===== src/rtl/sd_spi_if.sv =====
// sd_spi_if: request/response bundle between the bridge FSM and sd_spi_ctrl.
interface sd_spi_if;
   logic        req_valid;
   logic        req_ready;
   logic        req_write;
   logic [31:0] req_addr;
   logic [63:0] req_data;
   logic        rsp_valid;
   logic [63:0] rsp_data;
   logic [1:0]  rsp_err;

   modport master (
      output req_valid, req_write, req_addr, req_data,
      input  req_ready, rsp_valid, rsp_data, rsp_err
   );

   modport slave (
      input  req_valid, req_write, req_addr, req_data,
      output req_ready, rsp_valid, rsp_data, rsp_err
   );
endinterface


===== src/rtl/sd_spi_ctrl.sv =====
// sd_spi_ctrl: SPI-mode SD sequencer for single 64-bit CMD17/CMD24 blocks.
// Define SD_RD_CRC_CHECK_EN to verify the CRC16 that trails read data.
module sd_spi_ctrl #(
   parameter int RSP_TIMEOUT = 256,
   parameter int WR_GAP      = 8
) (
   input  logic    clk,
   input  logic    rst_n,
   sd_spi_if.slave bus,
   output logic    MOSI,
   input  logic    MISO
);

   localparam logic [3:0] S_IDLE      = 4'd0;
   localparam logic [3:0] S_CMD       = 4'd1;
   localparam logic [3:0] S_RSP_WAIT  = 4'd2;
   localparam logic [3:0] S_RSP       = 4'd3;
   localparam logic [3:0] S_WR_GAP    = 4'd4;
   localparam logic [3:0] S_WR_TOK    = 4'd5;
   localparam logic [3:0] S_WR_DATA   = 4'd6;
   localparam logic [3:0] S_WR_CRC    = 4'd7;
   localparam logic [3:0] S_DRSP_WAIT = 4'd8;
   localparam logic [3:0] S_DRSP      = 4'd9;
   localparam logic [3:0] S_BUSY      = 4'd10;
   localparam logic [3:0] S_RD_WAIT   = 4'd11;
   localparam logic [3:0] S_RD_DATA   = 4'd12;
   localparam logic [3:0] S_RD_CRC    = 4'd13;
   localparam logic [3:0] S_DONE      = 4'd14;

   localparam logic [7:0]  TOKEN    = 8'hFE;
   localparam logic [7:0]  DRSP_OK  = 8'h05;
   localparam logic [15:0] TMO_LAST = 16'(RSP_TIMEOUT - 1);
   localparam logic [5:0]  GAP_LAST = 6'(WR_GAP - 1);

   logic [3:0]  state;
   logic [5:0]  cnt;
   logic [15:0] wcnt;
   logic        wr;
   logic [47:0] cmd_sh;
   logic [63:0] dat;
   logic [15:0] crc;
   logic [7:0]  sh8;
   logic [63:0] rdata;
   logic [1:0]  rerr;
   logic [39:0] cmd_hdr;
   logic [7:0]  sh8_nxt;
   logic [15:0] crc_tx;
   logic [15:0] crc_rx;
   logic        tmo;
   logic        crc_bad;

   function automatic logic [6:0] crc7(input logic [39:0] d);
      logic [6:0] c;
      logic       fb;
      c = '0;
      for (int i = 39; i >= 0; i--) begin
         fb = d[i] ^ c[6];
         c  = {c[5:0], 1'b0} ^ (fb ? 7'h09 : 7'h00);
      end
      return c;
   endfunction

   function automatic logic [15:0] crc16_step(
      input logic [15:0] c,
      input logic        b
   );
      return {c[14:0], 1'b0} ^ ((b ^ c[15]) ? 16'h1021 : 16'h0000);
   endfunction

   assign cmd_hdr = {2'b01, bus.req_write ? 6'd24 : 6'd17, bus.req_addr};
   assign sh8_nxt = {sh8[6:0], MISO};
   assign crc_tx  = crc16_step(crc, dat[63]);
   assign crc_rx  = crc16_step(crc, MISO);
   assign tmo     = (wcnt == TMO_LAST);

   // Running the CRC over data plus received CRC leaves zero on a match.
`ifdef SD_RD_CRC_CHECK_EN
   assign crc_bad = (crc_rx != 16'h0000);
`else
   assign crc_bad = 1'b0;
`endif

   always_ff @(posedge clk) begin
      if (!rst_n) begin
         state  <= S_IDLE;
         cnt    <= '0;
         wcnt   <= '0;
         wr     <= 1'b0;
         cmd_sh <= '0;
         dat    <= '0;
         crc    <= '0;
         sh8    <= '0;
         rdata  <= '0;
         rerr   <= '0;
      end else begin
         case (state)
            S_IDLE: begin
               if (bus.req_valid) begin
                  wr     <= bus.req_write;
                  cmd_sh <= {cmd_hdr, crc7(cmd_hdr), 1'b1};
                  dat    <= bus.req_write ? bus.req_data : 64'h0;
                  crc    <= '0;
                  cnt    <= '0;
                  state  <= S_CMD;
               end
            end
            S_CMD: begin
               cmd_sh <= {cmd_sh[46:0], 1'b1};
               if (cnt == 6'd47) begin
                  cnt   <= '0;
                  wcnt  <= '0;
                  state <= S_RSP_WAIT;
               end else begin
                  cnt <= cnt + 6'd1;
               end
            end
            S_RSP_WAIT: begin
               if (!MISO) begin
                  sh8   <= '0;
                  cnt   <= 6'd1;
                  state <= S_RSP;
               end else if (tmo) begin
                  state <= S_DONE;
                  rerr  <= 2'd2;
                  rdata <= '0;
               end else begin
                  wcnt <= wcnt + 16'd1;
               end
            end
            S_RSP: begin
               sh8 <= sh8_nxt;
               if (cnt != 6'd7) begin
                  cnt <= cnt + 6'd1;
               end else if (sh8_nxt != 8'h00) begin
                  state <= S_DONE;
                  rerr  <= 2'd1;
                  rdata <= '0;
               end else begin
                  cnt   <= '0;
                  wcnt  <= '0;
                  state <= wr ? S_WR_GAP : S_RD_WAIT;
               end
            end
            S_WR_GAP: begin
               cnt <= (cnt == GAP_LAST) ? 6'd0 : cnt + 6'd1;
               if (cnt == GAP_LAST) state <= S_WR_TOK;
            end
            S_WR_TOK: begin
               cnt <= (cnt == 6'd7) ? 6'd0 : cnt + 6'd1;
               if (cnt == 6'd7) state <= S_WR_DATA;
            end
            S_WR_DATA: begin
               dat <= {dat[62:0], 1'b0};
               crc <= crc_tx;
               cnt <= (cnt == 6'd63) ? 6'd0 : cnt + 6'd1;
               if (cnt == 6'd63) state <= S_WR_CRC;
            end
            S_WR_CRC: begin
               crc  <= {crc[14:0], 1'b0};
               wcnt <= '0;
               cnt  <= (cnt == 6'd15) ? 6'd0 : cnt + 6'd1;
               if (cnt == 6'd15) state <= S_DRSP_WAIT;
            end
            S_DRSP_WAIT: begin
               if (!MISO) begin
                  sh8   <= '0;
                  cnt   <= 6'd1;
                  state <= S_DRSP;
               end else if (tmo) begin
                  state <= S_DONE;
                  rerr  <= 2'd2;
                  rdata <= '0;
               end else begin
                  wcnt <= wcnt + 16'd1;
               end
            end
            S_DRSP: begin
               sh8 <= sh8_nxt;
               if (cnt != 6'd7) begin
                  cnt <= cnt + 6'd1;
               end else if (sh8_nxt != DRSP_OK) begin
                  state <= S_DONE;
                  rerr  <= 2'd3;
                  rdata <= '0;
               end else begin
                  cnt   <= '0;
                  wcnt  <= '0;
                  state <= S_BUSY;
               end
            end
            S_BUSY: begin
               if (MISO) begin
                  state <= S_DONE;
                  rerr  <= 2'd0;
                  rdata <= '0;
               end else if (tmo) begin
                  state <= S_DONE;
                  rerr  <= 2'd2;
                  rdata <= '0;
               end else begin
                  wcnt <= wcnt + 16'd1;
               end
            end
            S_RD_WAIT: begin
               if (!MISO) begin
                  cnt   <= '0;
                  crc   <= '0;
                  state <= S_RD_DATA;
               end else if (tmo) begin
                  state <= S_DONE;
                  rerr  <= 2'd2;
                  rdata <= '0;
               end else begin
                  wcnt <= wcnt + 16'd1;
               end
            end
            S_RD_DATA: begin
               dat <= {dat[62:0], MISO};
               crc <= crc_rx;
               cnt <= (cnt == 6'd63) ? 6'd0 : cnt + 6'd1;
               if (cnt == 6'd63) state <= S_RD_CRC;
            end
            S_RD_CRC: begin
               crc <= crc_rx;
               cnt <= (cnt == 6'd15) ? 6'd0 : cnt + 6'd1;
               if (cnt == 6'd15) begin
                  state <= S_DONE;
                  rerr  <= crc_bad ? 2'd3 : 2'd0;
                  rdata <= dat;
               end
            end
            S_DONE: state <= S_IDLE;
            default: state <= S_IDLE;
         endcase
      end
   end

   always_comb begin
      MOSI = 1'b1;
      case (state)
         S_CMD:     MOSI = cmd_sh[47];
         S_WR_TOK:  MOSI = TOKEN[3'd7 - cnt[2:0]];
         S_WR_DATA: MOSI = dat[63];
         S_WR_CRC:  MOSI = crc[15];
         default:   MOSI = 1'b1;
      endcase
   end

   assign bus.req_ready = (state == S_IDLE);
   assign bus.rsp_valid = (state == S_DONE);
   assign bus.rsp_data  = rdata;
   assign bus.rsp_err   = rerr;

endmodule


===== src/flat_wrapper.sv =====
// flat-port wrapper written by rule: the top's interface ports become plain ports
module sd_spi_ctrl_flat 
#(
   parameter int RSP_TIMEOUT = 256,
   parameter int WR_GAP      = 8
)
  (clk, rst_n, MOSI, MISO, bus_req_valid, bus_req_write, bus_req_addr, bus_req_data, bus_req_ready, bus_rsp_valid, bus_rsp_data, bus_rsp_err);
  sd_spi_if bus_i ();
  input  logic clk;
  input  logic rst_n;
  output logic MOSI;
  input  logic MISO;
  input wire logic [$bits(bus_i.req_valid)-1:0] bus_req_valid;
  input wire logic [$bits(bus_i.req_write)-1:0] bus_req_write;
  input wire logic [$bits(bus_i.req_addr)-1:0] bus_req_addr;
  input wire logic [$bits(bus_i.req_data)-1:0] bus_req_data;
  output wire logic [$bits(bus_i.req_ready)-1:0] bus_req_ready;
  output wire logic [$bits(bus_i.rsp_valid)-1:0] bus_rsp_valid;
  output wire logic [$bits(bus_i.rsp_data)-1:0] bus_rsp_data;
  output wire logic [$bits(bus_i.rsp_err)-1:0] bus_rsp_err;
  assign bus_i.req_valid = bus_req_valid;
  assign bus_i.req_write = bus_req_write;
  assign bus_i.req_addr = bus_req_addr;
  assign bus_i.req_data = bus_req_data;
  assign bus_req_ready = bus_i.req_ready;
  assign bus_rsp_valid = bus_i.rsp_valid;
  assign bus_rsp_data = bus_i.rsp_data;
  assign bus_rsp_err = bus_i.rsp_err;
  sd_spi_ctrl #(.RSP_TIMEOUT(RSP_TIMEOUT), .WR_GAP(WR_GAP)) u_core (.clk(clk), .rst_n(rst_n), .bus(bus_i), .MOSI(MOSI), .MISO(MISO));
endmodule

===== config.mk =====
export PLATFORM = sky130hd
export DESIGN_NAME = sd_spi_ctrl_flat
export DESIGN_NICKNAME = d
export VERILOG_FILES = /design/src/rtl/sd_spi_if.sv /design/src/rtl/sd_spi_ctrl.sv /design/src/flat_wrapper.sv
export SDC_FILE = /design/constraint.sdc
export NUM_CORES = 1
export LEC_CHECK = 0
export CORE_MARGIN = 2
export CORE_UTILIZATION = 52
export CTS_BUF_LIST = sky130_fd_sc_hd__clkbuf_8
export CTS_CLUSTER_DIAMETER = 50
export DETAILED_ROUTE_END_ITERATION = 10
export DONT_BUFFER_PORTS = 1
export PLACE_DENSITY = 0.67
export SLEW_MARGIN = 20
export SYNTH_ARGS = -nofsm -noshare
export SYNTH_HDL_FRONTEND = slang
export SYNTH_SLANG_ARGS = --single-unit

===== constraint.sdc =====
create_clock -name clk -period 3 [get_ports clk]
set_input_delay 0.9 -clock clk [delete_from_list [all_inputs] [get_ports clk]]
set_output_delay 0.9 -clock clk [all_outputs]
set_load 0.02 [all_outputs]

==> results of run 1 <==
[sequential cells by signal, indices dropped and copies added, names as in the netlist]
name	cells
u_core.bus.rsp_data	64
u_core.dat	64
u_core.cmd_sh	48
u_core.crc	16
u_core.wcnt	16
u_core.sh8	7
u_core.cnt	6
u_core.state	4
u_core.bus.rsp_err	2
u_core.wr	1
[worst paths after layout]
kind                      from                end  slack (ps)
max            u_core.state[0]      bus_rsp_valid         140
min          u_core.cmd_sh[46]  u_core.cmd_sh[47]         440
max reg2reg      u_core.cnt[0]    u_core.wcnt[10]         400
min reg2reg  u_core.cmd_sh[46]  u_core.cmd_sh[47]         440
[what timing repair did]
action / in CTS / in global routing
endpoints found under the setup margin: 0 / 1
resized for setup: 0 / 1
endpoints found under the hold margin: 0 / 0
setup buffers: 0 / 0
[tightest hold or removal path: stages, from the launching register on]
cell	delay, ps
dfxtp_1	310
nand2_1	50
a21oi_1	50
[cell type report]
type | instances | area (um2)
Sequential cell | 228 | 4570
Tap cell | 270 | 338
Clock inverter | 20 | 85.1
Timing Repair Buffer | 40 | 413
Multi-Input combinational cell | 950 | 5690
Clock buffer | 51 | 702
Fill cell | 1871 | 8390
Inverter | 11 | 46.3
[report_power, final]
part,internal [mW],switching [mW],total (mW)
clock,1.52,1.25,2.78
sequential,3.46,0.341,3.81
combinational,1.25,2.21,3.46
[synthesized netlist by cell type, drive strengths merged (2+ instances only)]
library cell and count:
a211oi 2, a21oi 124, a221oi 5, a22oi 62, a311oi 67, a31oi 5, and2 4, and3 5
buf 46, clkbuf 69, dfxtp 228, ha 3, inv 10, mux4 2, nand2 200, nand2b 5
nand3 89, nand3b 2, nand4 4, nand4bb 2, nor2 135, nor2b 7, nor3 21, nor3b 3
nor4 8, o211ai 66, o21a 2, o21ai 25, o221ai 5, o22ai 2, o311ai 2, o32ai 2
or3 4, xnor2 49, xnor3 5, xor2 15
[cells by family (layout without fill, tap and decap cells)]
logic type / after synthesis / after routing / synth area share, %
muxes: 3 / 3 / 0.512
and+or+nand+nor: 493 / 493 / 20.6
buffers and inverters: 126 / 122 / 4.92
adders and majority gates: 3 / 3 / 0.349
AOI/OAI and AO/OA: 381 / 381 / 24.5
DFF: 228 / 228 / 42.5
xor gates and xnor gates: 70 / 70 / 6.57
[per-stage QoR]
stage	setup WS, ps	area (um2)	instances	power [mW]	hold WS (ps)
final	139	11800	1570	10.0	444
after detailed placement	227	11100	1499	7.31	446
after floorplan	366	10700	1304	6.39	432
after global placement	293	11100	1499	7.27	442
after CTS	32.8	11800	1570	10.1	444
after global routing	41.0	11800	1570	10.7	457
[layer usage]
metal | up-vias | part of all wire, % | global-route usage (%) | wire length, um
met5 | - | 0 | 0 | 0
met4 | 0 | 2.0 | 7.40 | 556
met3 | 45 | 8.9 | 7.13 | 2460
met2 | 323 | 45 | 38.9 | 12500
met1 | 4448 | 44 | 33.3 | 12100
li1 | 4658 | - | - | -
==> results.ini, run 1 <==
[status]
status=finished, final reports clean

[clocking]
worst_skew_pair.late_latency_ps=540
cts_buffer_depth=3
cts_tree=built
cts_inserted_buffers=40
htree_levels=2
cts_sinks=228
cts_hold_buffers=0
cts_root_buf=clkbuf_8
path_clk_slew_ps=60

[global_route]
overflow=0
grt_max_degree=69
track_usage_pct=24.8
grt_pass1_wl_mm=45.3
antenna_found_initial=0
grt_pass1_vias=8820

[detailed_routing]
drt_first_pass_iters=5
post_drt_wl_per_cell_um=17.6
drc=0
vias_per_cell=6.03
via_count=9474
wirelength_mm=27.6
drt_iter0_drc=783
drtAntennaViolNets=0

[setup_path]
arrival_ps=1960
cpPeakStageDelay_ps=510
r2r_cells=8
startpoint_type=flip-flop
endpoint_kind=output port
critPathRequiredTime_ps=2100
crit_chain=buf_4 > nand2b_1 > nor2_1 > buf_4
cp_common_cell=buf_4
cp.depth=4
cp_num_buf_inv=2
crit_fanout=21
cp_slowest_cell=dfxtp_1
cpLargestDelayFamily=flip-flops
worst-setup-path-type=reg2out

[hold_path]
hold_path_class=reg2reg
holdPathStages=2

[placed_design]
place_hpwl_mm=17.9
place.gp.congestion=0.905
portBuffers=0

[finish]
nets=1375
finalCoreUtilization_pct=58.5
area_growth_pct=10.2
drive_gt1_share_pct=10.0
layout_commonest_cell=dfxtp_1
final_cell_mix=dfxtp_1 (227), nand2_1 (198), nor2_1 (132), a21oi_1 (124), nand3_1 (89)
antenna_cells=0

[logic_synthesis]
synth_cell_types=72
synthFlopType=dfxtp_1
syn_area_per_cell_um2=8.24
synthArstFlopShare_pct=0
synth_area_leaders=dfxtp_1 (42%), nand2_1 (7.0%), a21oi_1 (5.8%), a311oi_1 (5.4%), nor2_1 (4.6%)
synth-seq-area-share_pct=42.5
synth_top_area_share_pct=42.5
synth.yosys.warnings=0
syn-num-nets=1408
yosysTopAreaCell=dfxtp_1
synth_cells=1304
yosys_register_bits=228
synth_enable_flop_cells=0
synth_area_um2=10700

[die]
die_area_um2=21800
fp.dieW_um=148
row_count=52
start_util_pct=53.1
io_pins=170
dieHeight_um=148
placeableCoreArea_um2=20200

[timing]
hold_viol=0
setup_viol_count_final=0
rsz0062_at_grt=no
tns_ps=0
fmaxAchievable_mhz=350
tightestPinTransition_ps=715
period_needed_ps=2860
fin_crit_sh_pct=95.4
slew_headroom_pct=52.3
finalClockSkew_ps=21.2
slew_viol_final=0

[power]
p_leak_nw=4.01
powerDensity_nw_per_um2=848
max-vdd-ir-drop_mv=0.470

[flow_run]
cap_violations=0

(Power assumes the default switching activity.)
==> run 2, diff against run 1 <==
- CORE_MARGIN: 2 -> 8
- SKIP_CTS_REPAIR_TIMING: not set -> 1
==> run 2 against run 1 <==
Cell area down 0.43%. Critical path type unchanged. Maximum frequency down 1.2%. Largest power group unchanged. Non-clock buffer count decreased by 2. Worst hold slack better by 8.6 ps. Sequential share of layout area up 0.18 points. Clock skew decreased by 0.80 ps. Combinational power is 1% higher. Clock-buffer cell count decreased by 7. First-iteration DRC count increased by 19%. Die area increased by 17%. Critical endpoint is now MOSI. Global-route usage shrank 2.7 points.
==> results.ini, run 2 (synthesized netlist as in run 1, its figures left out) <==
[finish]
num-fill-cells=1890  ; was 1,871
area_growth_pct=9.68  ; was 10.2%
final_cell_mix=dfxtp_1 (226), nand2_1 (198), nor2_1 (132), a21oi_1 (124), nand3_1 (89)  ; was dfxtp_1 (227), nand2_1 (198), nor2_1 (132), a21oi_1 (124), nand3_1 (89)
multiInputGateArea_um2=5690  ; about the same
final_cell_area_um2=11800  ; about the same
antenna_cells=0  ; unchanged
layout_commonest_cell=dfxtp_1  ; unchanged
finalCoreUtilization_pct=58.3  ; was 58.5%
drive_gt1_share_pct=9.44  ; was 10.0%
regArea_um2=4570  ; about the same
nets=1373  ; was 1,375

[setup_path]
arrival_ps=2000  ; was 1960 ps
cp_slowest_cell=dfxtp_1  ; unchanged
crit_chain=buf_4 > a41o_1 > a311o_1  ; was buf_4 > nand2b_1 > nor2_1 > buf_4
crit_fanout=22  ; was 21
worst-setup-path-type=reg2out  ; unchanged
endpoint_kind=output port  ; unchanged
r2r_cells=9  ; was 8
r2r_start=u_core.state[2]  ; was u_core.cnt[0]
rr_endpoint=u_core.wcnt[12]  ; was u_core.wcnt[10]
startpoint_type=flip-flop  ; unchanged
ff2ff_setup_slack_ps=450  ; was 400 ps
critPathRequiredTime_ps=2100  ; about the same
cpPeakStageDelay_ps=680  ; was 510 ps

[global_route]
grt_max_degree=76  ; was 69
antenna_found_initial=0  ; unchanged
grt_pass1_vias=9087  ; was 8,820
gr-usage-met3_pct=6.48  ; was 7.13%
overflow=0  ; unchanged
grt_use_met2_pct=35.4  ; was 38.9%
top_usage_layer=met2  ; unchanged
grt_pass1_wl_mm=48.0  ; was 45.3 mm
track_usage_pct=22.1  ; was 24.8%
grt_use_met1_pct=27.8  ; was 33.3%

[clocking]
cts_inserted_buffers=40  ; unchanged
cts_tree=built  ; unchanged
path_clk_slew_ps=50  ; was 60 ps
htree_levels=2  ; unchanged
cts_root_buf=clkbuf_8  ; unchanged
cts_sinks=228  ; unchanged
cts_buffer_depth=3  ; unchanged
worst_skew_pair.late_latency_ps=540  ; about the same

[die]
start_util_pct=53.1  ; unchanged
fp.dieW_um=160  ; was 148 um
row_count=52  ; unchanged
die_area_um2=25500  ; was 21,800 um2
placeableCoreArea_um2=20200  ; unchanged
io_pins=170  ; unchanged
dieHeight_um=160  ; was 148 um

[detailed_routing]
drt_first_pass_iters=7  ; was 5
wirelength_mm=29.2  ; was 27.6 mm
drc=0  ; unchanged
vias_per_cell=6.14  ; was 6.03
drt_iter0_drc=931  ; was 783
via_count=9601  ; was 9,474
post_drt_wl_per_cell_um=18.7  ; was 17.6 um
drtAntennaViolNets=0  ; unchanged

[placed_design]
portBuffers=0  ; unchanged
place_hpwl_mm=19.4  ; was 17.9 mm
place.gp.congestion=0.913  ; was 0.905
pre_cts_ws_ps=240  ; was 227 ps
placed_area_um2=11100  ; about the same

[power]
p_leak_nw=3.97  ; was 4.01 nW
powerDensity_nw_per_um2=840  ; was 848 nW/um2
max-vdd-ir-drop_mv=0.444  ; was 0.470 mV

[hold_path]
hold_path_class=reg2reg  ; unchanged
hold_start=u_core.cmd_sh[38]  ; was u_core.cmd_sh[46]
holdPathStages=2  ; unchanged
whs_endpoint=u_core.cmd_sh[38]  ; was u_core.cmd_sh[47]

[status]
status=finished, final reports clean  ; unchanged

[timing]
tightestPinTransition_ps=806  ; was 715 ps
rsz0062_at_grt=no  ; unchanged
slew_viol_final=0  ; unchanged
fin_crit_sh_pct=96.5  ; was 95.4%
tns_ps=0  ; unchanged
period_needed_ps=2900  ; was 2860 ps
setup_slack_ps=104  ; was 139 ps
fmaxAchievable_mhz=345  ; was 350 MHz
setup_viol_count_final=0  ; unchanged
finalClockSkew_ps=20.4  ; was 21.2 ps
slew_headroom_pct=46.0  ; was 52.3%
hold_viol=0  ; unchanged

[flow_run]
cap_violations=0  ; unchanged

==> run 2: cell count changes in the layout (fill, tap and decap cells not counted), sizes merged <==
cell and change:
buf -2, clkinv -2, clkinvlp +2, inv +2, clkbuf -7
==> run 2: power by group <==
| part | internal, mW | total, mW | switching (mW) | leakage [nW] |
|---|---|---|---|---|
| clock | 1.34 | 2.57 | 1.23 | 0.423 |
| sequential | 3.47 | 3.83 | 0.368 | 1.85 |
| combinational | 1.27 | 3.51 | 2.24 | 1.69 |
| total | 6.07 | 9.91 | 3.83 | 3.97 |
==> run 2: per-stage QoR <==
stage               hold WS [ps]  total power, mW  std cells
detailed placement           446             7.36       1497
floorplan                    432             6.39       1304
global route                 470             10.5       1563
finish                       453             9.91       1563
global placement             442             7.32       1497
CTS                          455             9.96       1563
==> run 2: final cells by class <==
| cell class | count | share of cell area (%) |
|---|---|---|
| Sequential cell | 228 | 38.7 |
| Tap cell | 270 | 2.87 |
| Clock inverter | 22 | 0.881 |
| Clock buffer | 44 | 5.14 |
| Inverter | 11 | 0.393 |
| Timing Repair Buffer | 38 | 3.69 |
| Multi-Input combinational cell | 950 | 48.3 |
==> run 2: worst max-delay path by stage <==
stage / to / cells after the start / from / slack (ps)
floorplan: u_core.cmd_sh[1] / 7 / bus_req_addr[29] / 370
global placement: u_core.cmd_sh[1] / 7 / bus_req_addr[29] / 300
detailed placement: u_core.cmd_sh[1] / 7 / bus_req_addr[30] / 240
CTS: MOSI / 5 / u_core.state[0] / -60
global route: MOSI / 3 / u_core.state[3] / 6
finish: MOSI / 3 / u_core.state[3] / 100
==> run 2: worst max-delay path: cells and delay by family (launching register included) <==
kind	cells	cell delay, ps
DFF	1	680
AOI/OAI and AO/OA	2	390
buffers and inverters	1	380
==> run 2: routing by layer <==
metal  wire (um)  share of wire [%]
met3        2480                8.5
met5           0                  0
met2       13100                 45
met1       12800                 44
met4         799                2.7
